**src/rtl/cm138_pkg.sv**
```systemverilog
// Shared types and the rotating-priority pick function for the cm138
// round-robin scheduler.
package cm138_pkg;

    localparam int N_REQ = 8;
    localparam int SEL_W = 3;

    typedef enum logic [1:0] {
        IDLE,
        GRANT,
        GAP
    } sched_state_t;

    typedef struct packed {
        logic             found;
        logic [SEL_W-1:0] idx;
    } pick_t;

    // Scanning from the farthest offset down to offset 0 lets the nearest
    // set bit at or above ptr overwrite any earlier candidate.
    function automatic pick_t rr_pick(input logic [N_REQ-1:0] req,
                                      input logic [SEL_W-1:0] ptr);
        pick_t            res;
        logic [SEL_W-1:0] cand;
        res = '0;
        for (int i = N_REQ - 1; i >= 0; i--) begin
            cand = ptr + SEL_W'(i);
            if (req[cand]) begin
                res.found = 1'b1;
                res.idx   = cand;
            end
        end
        return res;
    endfunction

endpackage

```
**src/rtl/rr_pick8.sv**
```systemverilog
// Combinational rotating priority encoder: picks the first requester at or
// after ptr, wrapping 7 -> 0.
module rr_pick8
    import cm138_pkg::*;
(
    input  logic [N_REQ-1:0] req,
    input  logic [SEL_W-1:0] ptr,
    output logic             valid,
    output logic [SEL_W-1:0] idx
);

    pick_t pick;

    always_comb begin
        pick  = rr_pick(req, ptr);
        valid = pick.found;
        idx   = pick.idx;
    end

endmodule

```
**src/rtl/cm138_rr_sched.sv**
```systemverilog
// Round-robin scheduler sharing a 3-to-8 active-low decoder among eight
// requesters, with a mandatory dead cycle between successive grants.
module cm138_rr_sched
    import cm138_pkg::*;
#(
    parameter int MAX_HOLD = 4
) (
    input  logic       clk,
    input  logic       rst_n,
    input  logic       en_in,
    input  logic [7:0] req,
    output logic [2:0] sel,
    output logic       dec_g1,
    output logic       dec_g2a_n,
    output logic       dec_g2b_n,
    output logic [7:0] gnt_n,
    output logic       busy
);

    localparam logic [3:0] HOLD_LAST = 4'(MAX_HOLD - 1);

    sched_state_t     state_q, state_d;
    logic [SEL_W-1:0] ptr_q, ptr_d;
    logic [SEL_W-1:0] cur_q, cur_d;
    logic [3:0]       hold_cnt_q, hold_cnt_d;

    logic [2:0]       sel_q, sel_d;
    logic             dec_g1_q, dec_g1_d;
    logic             dec_g2a_n_q, dec_g2a_n_d;
    logic             dec_g2b_n_q, dec_g2b_n_d;
    logic [7:0]       gnt_n_q, gnt_n_d;
    logic             busy_q, busy_d;

    logic             pick_valid;
    logic [SEL_W-1:0] pick_idx;

    rr_pick8 u_pick (
        .req   (req),
        .ptr   (ptr_q),
        .valid (pick_valid),
        .idx   (pick_idx)
    );

    always_comb begin
        state_d    = state_q;
        ptr_d      = ptr_q;
        cur_d      = cur_q;
        hold_cnt_d = hold_cnt_q;
        case (state_q)
            IDLE: begin
                if (en_in && pick_valid) begin
                    state_d    = GRANT;
                    cur_d      = pick_idx;
                    hold_cnt_d = '0;
                end
            end
            GRANT: begin
                if (!req[cur_q] || (hold_cnt_q == HOLD_LAST) || !en_in) begin
                    state_d    = GAP;
                    ptr_d      = cur_q + 3'd1;
                    hold_cnt_d = '0;
                end else begin
                    hold_cnt_d = hold_cnt_q + 4'd1;
                end
            end
            GAP: begin
                if (en_in && pick_valid) begin
                    state_d    = GRANT;
                    cur_d      = pick_idx;
                    hold_cnt_d = '0;
                end else begin
                    state_d = IDLE;
                end
            end
            default: state_d = IDLE;
        endcase
    end

    // Decoder controls are a registered image of the current state, so the
    // dead GAP cycle reaches the pins as a full cycle with no glitch path.
    always_comb begin
        sel_d       = sel_q;
        dec_g1_d    = 1'b0;
        dec_g2a_n_d = 1'b1;
        dec_g2b_n_d = 1'b1;
        gnt_n_d     = 8'hFF;
        busy_d      = 1'b0;
        case (state_q)
            GRANT: begin
                sel_d       = cur_q;
                dec_g1_d    = 1'b1;
                dec_g2a_n_d = 1'b0;
                dec_g2b_n_d = 1'b0;
                gnt_n_d     = ~(8'd1 << cur_q);
                busy_d      = 1'b1;
            end
            GAP:     busy_d = 1'b1;
            default: busy_d = 1'b0;
        endcase
    end

    always_ff @(posedge clk) begin
        if (!rst_n) begin
            state_q     <= IDLE;
            ptr_q       <= '0;
            cur_q       <= '0;
            hold_cnt_q  <= '0;
            sel_q       <= 3'b000;
            dec_g1_q    <= 1'b0;
            dec_g2a_n_q <= 1'b1;
            dec_g2b_n_q <= 1'b1;
            gnt_n_q     <= 8'hFF;
            busy_q      <= 1'b0;
        end else begin
            state_q     <= state_d;
            ptr_q       <= ptr_d;
            cur_q       <= cur_d;
            hold_cnt_q  <= hold_cnt_d;
            sel_q       <= sel_d;
            dec_g1_q    <= dec_g1_d;
            dec_g2a_n_q <= dec_g2a_n_d;
            dec_g2b_n_q <= dec_g2b_n_d;
            gnt_n_q     <= gnt_n_d;
            busy_q      <= busy_d;
        end
    end

    assign sel       = sel_q;
    assign dec_g1    = dec_g1_q;
    assign dec_g2a_n = dec_g2a_n_q;
    assign dec_g2b_n = dec_g2b_n_q;
    assign gnt_n     = gnt_n_q;
    assign busy      = busy_q;

endmodule

```
**config.mk**
```make
export PLATFORM = sky130hd
export DESIGN_NAME = cm138_rr_sched
export DESIGN_NICKNAME = d
export VERILOG_FILES = /design/src/rtl/cm138_pkg.sv /design/src/rtl/rr_pick8.sv /design/src/rtl/cm138_rr_sched.sv
export SDC_FILE = /design/constraint.sdc
export NUM_CORES = 1
export LEC_CHECK = 0
export BUFFER_PORTS_ARGS = -buffer_cell sky130_fd_sc_hd__buf_2
export CORE_MARGIN = 2
export CORE_UTILIZATION = 60
export DETAILED_ROUTE_END_ITERATION = 10
export PLACE_DENSITY = 0.82
export REMOVE_ABC_BUFFERS = 1
export SLEW_MARGIN = 30
export SYNTH_ARGS = -nofsm -noshare
export SYNTH_HDL_FRONTEND = slang
export SYNTH_HIERARCHICAL = 1
export SYNTH_SLANG_ARGS = --single-unit
```
**constraint.sdc**
```tcl
create_clock -name clk -period 5.25 [get_ports clk]
set_input_delay 0.525 -clock clk [delete_from_list [all_inputs] [get_ports clk]]
set_output_delay 0.525 -clock clk [all_outputs]
set_load 0.01 [all_outputs]
```
==> impl_metrics.yaml, run 1 <==
sta:
  max_freq_mhz: 294.3
  setup_ws_ns: 1.852
  fin_skew_ns: 0.005386
  slew_headroom: 0.4620
  worstMarginPinSlew_ns: 0.8053
  finalCritPeriodShare: 0.6473
  fin_setup_tns_ns: 0
  period_needed_ns: 3.398
  setup-violations-final: 0
  slew_viol_final: 0
  grt_setup_unrepaired: "false"
  hold_violations: 0
floorplan:
  die_area_um2: 3957
  ios: 26
  design.core.area_um2: 3337
  start_util: 0.6239
  rows: 21
  fp.dieW_um: 62.91
  die_h_um: 62.91
synthesis:
  synth_mux_area_frac: 0.2644
  synthFlopType: "dfxtp_1"
  yosysTopAreaCell: "dfxtp_1"
  yosysUniqueCellTypes: 59
  yosys_warnings: 6
  synth_edf_count: 0
  yosys.area_share.simple: 0.1731
  synthCells: 211
  synth_top_family_by_area: "multiplexers"
  ys_ff_latch: 26
  async_flop_share: 0
  synth_fa_ha_area_frac: 0.07813
  netlist_area_um2: 2082
  synth_xor_area_frac: 0.01683
  synth_compound_area_frac: 0.1508
  synth_area_leaders: "dfxtp_1, mux4_2, ha_1, mux2i_1, mux4_1"
  synth_top_cell_area_share: 0.2500
  synthTopCellsByCount: "dfxtp_1, nand2_1, mux2i_1"
  ys_seq_area_frac: 0.2500
  synth.avg_cell_area_um2: 9.867
status:
  outcome: "finished clean"
global_routing:
  grt_pass1_wl_um: 6955
  antenna_found_initial: 0
  grt_use_total: 0.2140
  grt_pass1_vias: 1549
  grt_max_degree: 19
  grt_overflow: 0
finish:
  regArea_um2: 520.5
  multiInputGateArea_um2: 1423
  syn_to_final_growth_pct: 7.151
  nNetsFinal: 254
  drive_gt1_frac: 0.2314
  postLayoutCellArea_um2: 2231
  insertedDiodeCount: 0
  nFillCells: 273
place:
  io_buffers: 25
  dp_slack_ns: 1.902
  postPlaceCellArea_um2: 2178
  gp_congestion: 0.9255
  post-dp-hpwl_um: 2992
clock_tree:
  cts.repair.resized: 0
  tritoncts: "built"
  ctsHtreeMaxLevel: 1
  insertion_delay_ns: 0.33
  cts-root-buf: "clkbuf_4"
  cts_sinks: 26
  cts_buffer_depth: 2
  hold_buffers: 0
  cts_made_buffers: 3
  clkTransAtPathRegs_ns: 0.14
  post_cts_buffers: 0
pwr:
  powerDensity_nw_per_um2: 252.6
  p_leak_uw: 0.0008682
  ir_drop_v: 0.0001854
  total_power_uw: 563.5
routing:
  avgRoutedWirePerCell_um: 14.47
  drt_first_iter_violations: 78
  dr.pass1.iters: 4
  wl_um: 3978
  route.vias.total: 1660
  drc_errors: 0
  drtAntennaViolNets: 0
  routed_via_density: 6.036
run:
  drv_cap: 0
worst_setup_path:
  required_ns: 5.53
  slowest_delay_ns: 0.74
  start_kind: "register"
  cp_max_fo: 15
  crit_chain: "inv_1 -> ha_1 -> mux2_2 -> mux4_2 -> a2111oi_2 -> o311ai_1 -> a22oi_1 -> mux2i_1 -> nor2_1"
  path_class: "register to register"
  path_delay_family: "multiplexers"
  crit_slowest_cell: "dfxtp_1"
  worstSetupEndpointType: "register"
  critPathArrivalTime_ns: 3.68
  path_buf_inv: 1
worst_hold_path:
  hold_path_class: "register to register"
logic make-up after synthesis:
logic type	Yosys count
flip-flops	26
XOR/XNOR	4
AO/OA/AOI/OAI	37
buffers and inverters	24
multiplexers	36
AND/OR/NAND/NOR	71
adder cells (fa/ha/maj)	13
flip-flops by register name (all words and copies together), names as in the netlist:
name,flops
busy,1
cur_q,3
dec_g1,1
dec_g2b_n,1
gnt_n,8
hold_cnt_q,4
ptr_q,3
sel,3
state_q,2
worst min-delay path, stage by stage (launching register included):
cell	delay [ns]
dfxtp_1	0.35
nand2_1	0.06
a21oi_1	0.05
report_power, final:
group	switching [µW]	internal, µW	leakage, µW	total [µW]
Combinational	109	94.0	0.000629	203
Clock	60.6	77.3	0.0000279	138
Sequential	15.4	207	0.000211	223
metal layers:
metal  GRT usage  share of wire  up-vias  routed length (µm)
met3     0.02883          0.047        7                 186
met4     0.06667          0.013        0                  53
met5           0              0        -                   0
li1            -              -      817                   -
met1      0.2841           0.46      789                1833
met2      0.3604           0.48       47                1904
per-stage QoR:
step	instances	hold slack, ns	utilization
after floorplan	199	0.4492	-
after global placement	271	0.4716	0.6528
after detailed placement	271	0.4711	0.6528
after CTS	275	0.4891	0.6685
after global routing	275	0.5133	0.6685
final	275	0.4858	0.6685
worst paths after layout:
path,slack [ns],to,from,cells past startpoint
max reg2reg,1.85,cur_q[1],ptr_q[0],9
min reg2reg,0.49,hold_cnt_q[1],hold_cnt_q[1],2
min,0.49,hold_cnt_q[1],hold_cnt_q[1],2
max,1.85,cur_q[1],ptr_q[0],9
cells in the final DEF (no fill, tap or decap), types with 2 or more instances in the layout:
master,count
nand2_1,26
dfxtp_1,26
buf_2,25
mux2i_1,16
nor2_1,13
ha_1,13
inv_1,12
mux4_2,8
a21oi_1,6
mux2_2,5
nand4_1,5
a31oi_1,4
nand3_1,4
mux4_1,4
o21ai_0,4
and2_1,3
clkbuf_4,3
a22oi_1,3
a21boi_1,2
nor2b_1,2
nor3b_1,2
and3b_1,2
nand2b_1,2
xor2_1,2
xnor2_1,2
nand4b_1,2
a221oi_1,2
nor3_1,2
area by class of cell:
type                       instances  share of cell area
tap                               46             0.02580
clock buffer                       3             0.01010
sequential                        26              0.2333
inverter                          12             0.02019
multi-input combinational        161              0.6377
clock inverter                     1             0.01346
timing repair buffer              26             0.05945
(Power assumes the default switching activity.)
==> run 2: changes to the inputs <==
ABC_AREA = 1   (was unset)
CORE_UTILIZATION = 52   (was 60)
PLACE_DENSITY = 0.76   (was 0.82)
clock period = 2.8 ns   (was 5.25 ns; I/O delays follow)
==> run 2 against run 1 <==
Effect of this change: total power increased to 3.0 times the previous value; design area decreased by 3.1%; clock power increased by 120%; utilization decreased by 7.4 points; register-to-register slack got worse by 1.6 ns; synthesized cell count increased by 24%; sequential share of layout area increased by 0.76 points; cell count increased by 22%; die area increased by 7.1%; global-route usage decreased by 0.17 points; combinational power increased to 4.7 times the previous value; critical endpoint is now state_q[0]; largest cell class unchanged.
==> impl_metrics.yaml, run 2 <==
synthesis:
  ys_ff_latch: 26
  yosysTopAreaCell: "dfxtp_1"
  synthCells: 262
  netlist_area_um2: 1942
  yosys_warnings: 6
  synth_edf_count: 0
  synth_area_leaders: "dfxtp_1, nand2_1, nand3_1, ha_1, nand3_2"
  synthFlopType: "dfxtp_1"
  ys_seq_area_frac: 0.2680
  synthTopCellsByCount: "nand2_1, nand3_1, dfxtp_1"
  yosys.cell_count.top_type: "nand2_1"
  synth_top_cell_area_share: 0.2680
  synth.avg_cell_area_um2: 7.412
  yosysUniqueCellTypes: 35
  async_flop_share: 0
global_routing:
  grt_max_degree: 16
  antenna_found_initial: 0
  grt_pass1_wl_um: 7127
  grt_use_total: 0.2123
  grt_overflow: 0
  grt_pass1_vias: 1599
pwr:
  ir_drop_v: 0.0003883
  total_power_uw: 1704
  powerDensity_nw_per_um2: 788.5
  p_leak_uw: 0.001012
finish:
  multiInputGateArea_um2: 1244
  final_common_cell: "nand2_1"
  syn_to_final_growth_pct: 11.28
  insertedDiodeCount: 0
  fin_util: 0.5947
  nFillCells: 342
  drive_gt1_frac: 0.3101
  layout_common_cells: "nand2_1, nand3_1, dfxtp_1"
  largest_reg_flops: 8
  regArea_um2: 520.5
  nNetsFinal: 312
clock_tree:
  cts_made_buffers: 3
  insertion_delay_ns: 0.27
  hold_buffers: 0
  ctsHtreeMaxLevel: 1
  cts-root-buf: "clkbuf_8"
  post_cts_buffers: 0
  clkTransAtPathRegs_ns: 0.09
  cts_buffer_depth: 2
  cts_sinks: 26
  tritoncts: "built"
routing:
  routed_via_density: 5.206
  drtAntennaViolNets: 0
  drc_errors: 0
  wl_um: 4075
  drt_first_iter_violations: 112
  dr.pass1.iters: 4
  route.vias.total: 1744
  avgRoutedWirePerCell_um: 12.16
sta:
  period_needed_ns: 2.522
  worstMarginPinSlew_ns: 0.4024
  max_freq_mhz: 396.5
  setup_ws_ns: 0.2779
  fin_skew_ns: 0.004248
  finalCritPeriodShare: 0.9007
  fin_setup_tns_ns: 0
  slew_viol_final: 0
  hold_violations: 0
  setup-violations-final: 0
  slew_headroom: 0.7314
  grt_setup_unrepaired: "false"
worst_setup_path:
  slowest_delay_ns: 0.47
  cp_max_fo: 8
  critPathArrivalTime_ns: 2.73
  required_ns: 3.01
  crit_slowest_cell: "ha_2"
  worstSetupEndpointType: "register"
  path_class: "register to register"
  start_kind: "register"
  crit_chain: "clkinv_2 -> ha_2 -> inv_2 -> nand3_1 -> nand3_1 -> nand2_2 -> nor3_1 -> nand3_1 -> nand2_1 -> nor2_1 -> inv_1 -> or2_1 -> nand3_1 -> nand2_1 -> nor2_1"
  crit_top_cell: "nand3_1"
place:
  post-dp-hpwl_um: 3279
  dp_slack_ns: 0.3172
  gp_congestion: 0.9645
  io_buffers: 25
floorplan:
  fp.dieW_um: 65.11
  design.core.area_um2: 3633
  rows: 22
  ios: 26
  start_util: 0.5344
  die_area_um2: 4239
  die_h_um: 65.11
run:
  drv_cap: 0
worst_hold_path:
  hold_path_class: "input pin to register"
status:
  outcome: "finished clean"
run 2: cell count changes after synthesis, sizes merged, moves of 4 or more:
cell	previous run	this run
o21ai	4	12
a21oi	6	18
mux2i	17	0
mux2	7	0
a31oi	5	1
mux4	12	0
nand2	26	78
nand3	4	51
inv	12	25
clkbuf	6	1
run 2: cell type report:
class	instances	area share
clock buffers	3	0.01911
clock inverters	1	0.01390
inverters	28	0.05443
multi-input cells	201	0.5756
flip-flops and latches	26	0.2409
well taps	48	0.02779
repair buffers	28	0.06833
run 2: repair_timing:
action                                 4_1_cts  5_1_grt
setup endpoints to repair                    0        3
endpoints found under the hold margin        0        0
gates resized for setup                      0        2
run 2: cells by family after synthesis:
group	after synthesis	share of synthesized area
AND/OR/NAND/NOR	150	0.4330
AO/OA/AOI/OAI	34	0.1024
XOR/XNOR	4	0.01804
adder cells (fa/ha/maj)	13	0.08376
buffers and inverters	35	0.09471
flip-flops	26	0.2680
run 2: metal layers:
metal  track usage  up-vias  wire [µm]
met5             0        -          0
met2        0.3930       32       2048
met4       0.06771        0         54
li1              -      911          -
met1        0.2588      797       1837
met3       0.01884        4        134
run 2: where the power goes:
part           switching, µW  internal, µW  total [µW]
clock network            113           191         304
registers               42.4           408         450
logic                    613           337         950
run 2: per-stage QoR:
stage               hold WS [ns]  instances  area, µm²
floorplan                 0.3735        255       1876
global placement          0.4669        331       2083
detailed placement        0.4716        331       2083
CTS                       0.3405        335       2155
global route              0.3795        335       2161
finish                    0.3514        335       2161
run 2: critical path, delay by kind of cell (launching register included):
| kind | cells | cell delay (ns) |
|---|---|---|
| fa+ha+maj | 1 | 0.47 |
| simple gates | 11 | 1.26 |
| buf+inv | 3 | 0.37 |
| flops | 1 | 0.35 |
run 2: path summary, 6_finish.rpt:
kind                            slack (ns)      from  cells after the start    endpoint
worst min register to register        0.48    sel[1]                      2      sel[1]
worst max register to register        0.28  ptr_q[1]                     15  state_q[0]
worst min-delay path                  0.35     rst_n                      3        busy
worst max-delay path                  0.28  ptr_q[1]                     15  state_q[0]
==> run 3: changes to the inputs <==
CORE_UTILIZATION = 51   (was 52)
GPL_TIMING_DRIVEN = 0   (was unset)
PLACE_DENSITY = 0.75   (was 0.76)
SYNTH_HIERARCHICAL = unset   (was 1)
TNS_END_PERCENT = 20   (was unset)
==> run 3 against run 2 <==
Effect of this change: register-to-register slack better by 0.05 ns; die area shrank 4.5%; global-route usage down 0.91 points; critical path depth is 1 lower; flip-flop and latch count did not move; critical endpoint is now cur_q[2]; largest power group unchanged.
==> impl_metrics.yaml, run 3 <==
sta:
  slew_viol_final: 0
  finalCritPeriodShare: 0.8832
  setup_ws_ns: 0.3269
  fin_skew_ns: 0.002184
  setup-violations-final: 0
  grt_setup_unrepaired: "false"
  slew_headroom: 0.7846
  hold_violations: 0
  max_freq_mhz: 404.4
  period_needed_ns: 2.473
  timing.hold.ws_ns: 0.2379
  fin_setup_tns_ns: 0
  worstMarginPinSlew_ns: 0.3209
synthesis:
  synthCells: 261
  synthTopCellsByCount: "nand2_1, nand3_1, dfxtp_1, inv_1, a21oi_1"
  synth_top_cell_area_share: 0.2871
  yosys.area_share.simple: 0.4058
  synth_area_leaders: "dfxtp_1, nand2_1, ha_1, nand3_1, nand3_2"
  synth_mux_area_frac: 0
  synth_compound_area_frac: 0.1042
  yosys_warnings: 0
  ys_ff_latch: 26
  yosysUniqueCellTypes: 29
  yosysTopAreaCell: "dfxtp_1"
  synth_xor_area_frac: 0.01449
  synthFlopType: "dfxtp_1"
  synth_edf_count: 0
  synth.avg_cell_area_um2: 6.946
  netlist_area_um2: 1813
  synth_fa_ha_area_frac: 0.08972
  ys_seq_area_frac: 0.2871
  async_flop_share: 0
  synth_top_family_by_area: "simple AND/OR/NAND/NOR gates"
  yosys.cell_count.top_type: "nand2_1"
place:
  dp.cells: 326
  post-dp-hpwl_um: 3067
  io_buffers: 25
  gp_congestion: 0.9288
  dp_slack_ns: 0.1792
finish:
  layout_common_cells: "nand2_1, nand3_1, inv_1"
  fin_util: 0.5952
  largest_reg_flops: 8
  drive_gt1_frac: 0.2289
  final_common_cell: "nand2_1"
  syn_to_final_growth_pct: 10.42
  instances_no_fill: 330
  nNetsFinal: 309
  insertedDiodeCount: 0
clock_tree:
  ctsHtreeMaxLevel: 1
  clkTransAtPathRegs_ns: 0.14
  insertion_delay_ns: 0.32
  hold_buffers: 0
  cts-root-buf: "clkbuf_4"
  post_cts_buffers: 0
  cts_buffer_depth: 2
  tritoncts: "built"
  cts_sinks: 26
  cts_made_buffers: 3
worst_setup_path:
  r2r_start: "ptr_q[0]"
  worstSetupEndpointType: "register"
  required_ns: 3.03
  reg2reg_depth: 14
  cp_max_fo: 11
  r2r-end: "cur_q[2]"
  slowest_delay_ns: 0.51
  critPathArrivalTime_ns: 2.71
  crit_chain: "inv_4 -> ha_1 -> inv_1 -> nand3_1 -> nand3_2 -> nand2_2 -> inv_2 -> nand3_2 -> nor2_2 -> nand2_2 -> nand3b_4 -> inv_2 -> o21ai_0 -> a21oi_1"
  r2r_slack_ns: 0.33
  start_kind: "register"
  cp-startpoint: "ptr_q[0]"
  path_class: "register to register"
  crit_slowest_cell: "dfxtp_2"
global_routing:
  grt_pass1_wl_um: 6568
  grt_overflow: 0
  grt_use_total: 0.2032
  antenna_found_initial: 0
  grt_max_degree: 16
  grt_pass1_vias: 1492
floorplan:
  ios: 26
  rows: 21
  fp.dieW_um: 63.62
  die_area_um2: 4048
  start_util: 0.5391
  design.core.area_um2: 3363
  die_h_um: 63.62
pwr:
  ir_drop_v: 0.0004119
  powerDensity_nw_per_um2: 645.6
  p_leak_uw: 0.0009807
routing:
  drtAntennaViolNets: 0
  drt_first_iter_violations: 107
  dr.pass1.iters: 4
  routed_via_density: 5.136
  route.vias.total: 1695
  avgRoutedWirePerCell_um: 11.76
  wl_um: 3880
  drc_errors: 0
worst_hold_path:
  hold_path_class: "input pin to register"
  worstHoldStart: "rst_n"
  holdPathEnd: "busy"
  holdPathStages: 3
status:
  outcome: "finished clean"
run:
  drv_cap: 0
-- run 3: worst max-delay path: cells and delay by family (launching register included) --
family,cells,cell delay [ns]
simple gates,7,0.71
flops,1,0.51
buf+inv,4,0.51
fa+ha+maj,1,0.46
compound gates,2,0.20
-- run 3: per-layer routing --
layer  wire length, µm  vias to the layer above  share of wire  GRT usage
li1                  -                      893              -          -
met1              1795                      745           0.46     0.2613
met2              1821                       51           0.47     0.3434
met3               232                        6          0.060    0.05000
met4                31                        0         0.0080    0.04348
met5                 0                        -              0          0
-- run 3: power breakdown --
part	switching, µW	leakage, µW	internal [µW]
Combinational	392	0.000740	207
Clock	111	0.0000279	145
Sequential	39.0	0.000213	398
Total	543	0.000981	750
-- run 3: cell type report --
class	count	area [µm²]
inverters	34	130.1
clock buffers	3	22.52
repair buffers	25	125.1
clock inverters	1	30.03
multi-input cells	195	1114
well taps	46	57.56
fillers	336	1361
flip-flops and latches	26	523.0
-- run 3: how the worst max path moves through the flow --
| stage | to | slack, ns | cells past startpoint |
|---|---|---|---|
| floorplan | cur_q[2] | 0.55 | 14 |
| global placement | cur_q[2] | 0.18 | 14 |
| detailed placement | cur_q[2] | 0.18 | 14 |
| CTS | cur_q[2] | 0.16 | 14 |
| global route | hold_cnt_q[3] | 0.12 | 15 |
| finish | cur_q[2] | 0.33 | 14 |
-- run 3: kinds of logic after synthesis --
logic type      count (synthesis)
flops                          26
xor+xnor                        3
compound gates                 35
fa+ha+maj                      13
buf+inv                        40
simple gates                  144
-- run 3: repair_timing --
item / in CTS / in global routing
endpoints found under the setup margin: 0 / 8
hold endpoints to repair: 0 / 0
resized for setup: 0 / 2
-- run 3: metrics by stage --
stage / power (µW) / instance area, µm²
final: 1293 / 2002
after global routing: 1402 / 2002
after CTS: 1293 / 1999
after detailed placement: 1038 / 1947
after global placement: 1026 / 1947
after floorplan: 905.9 / 1764
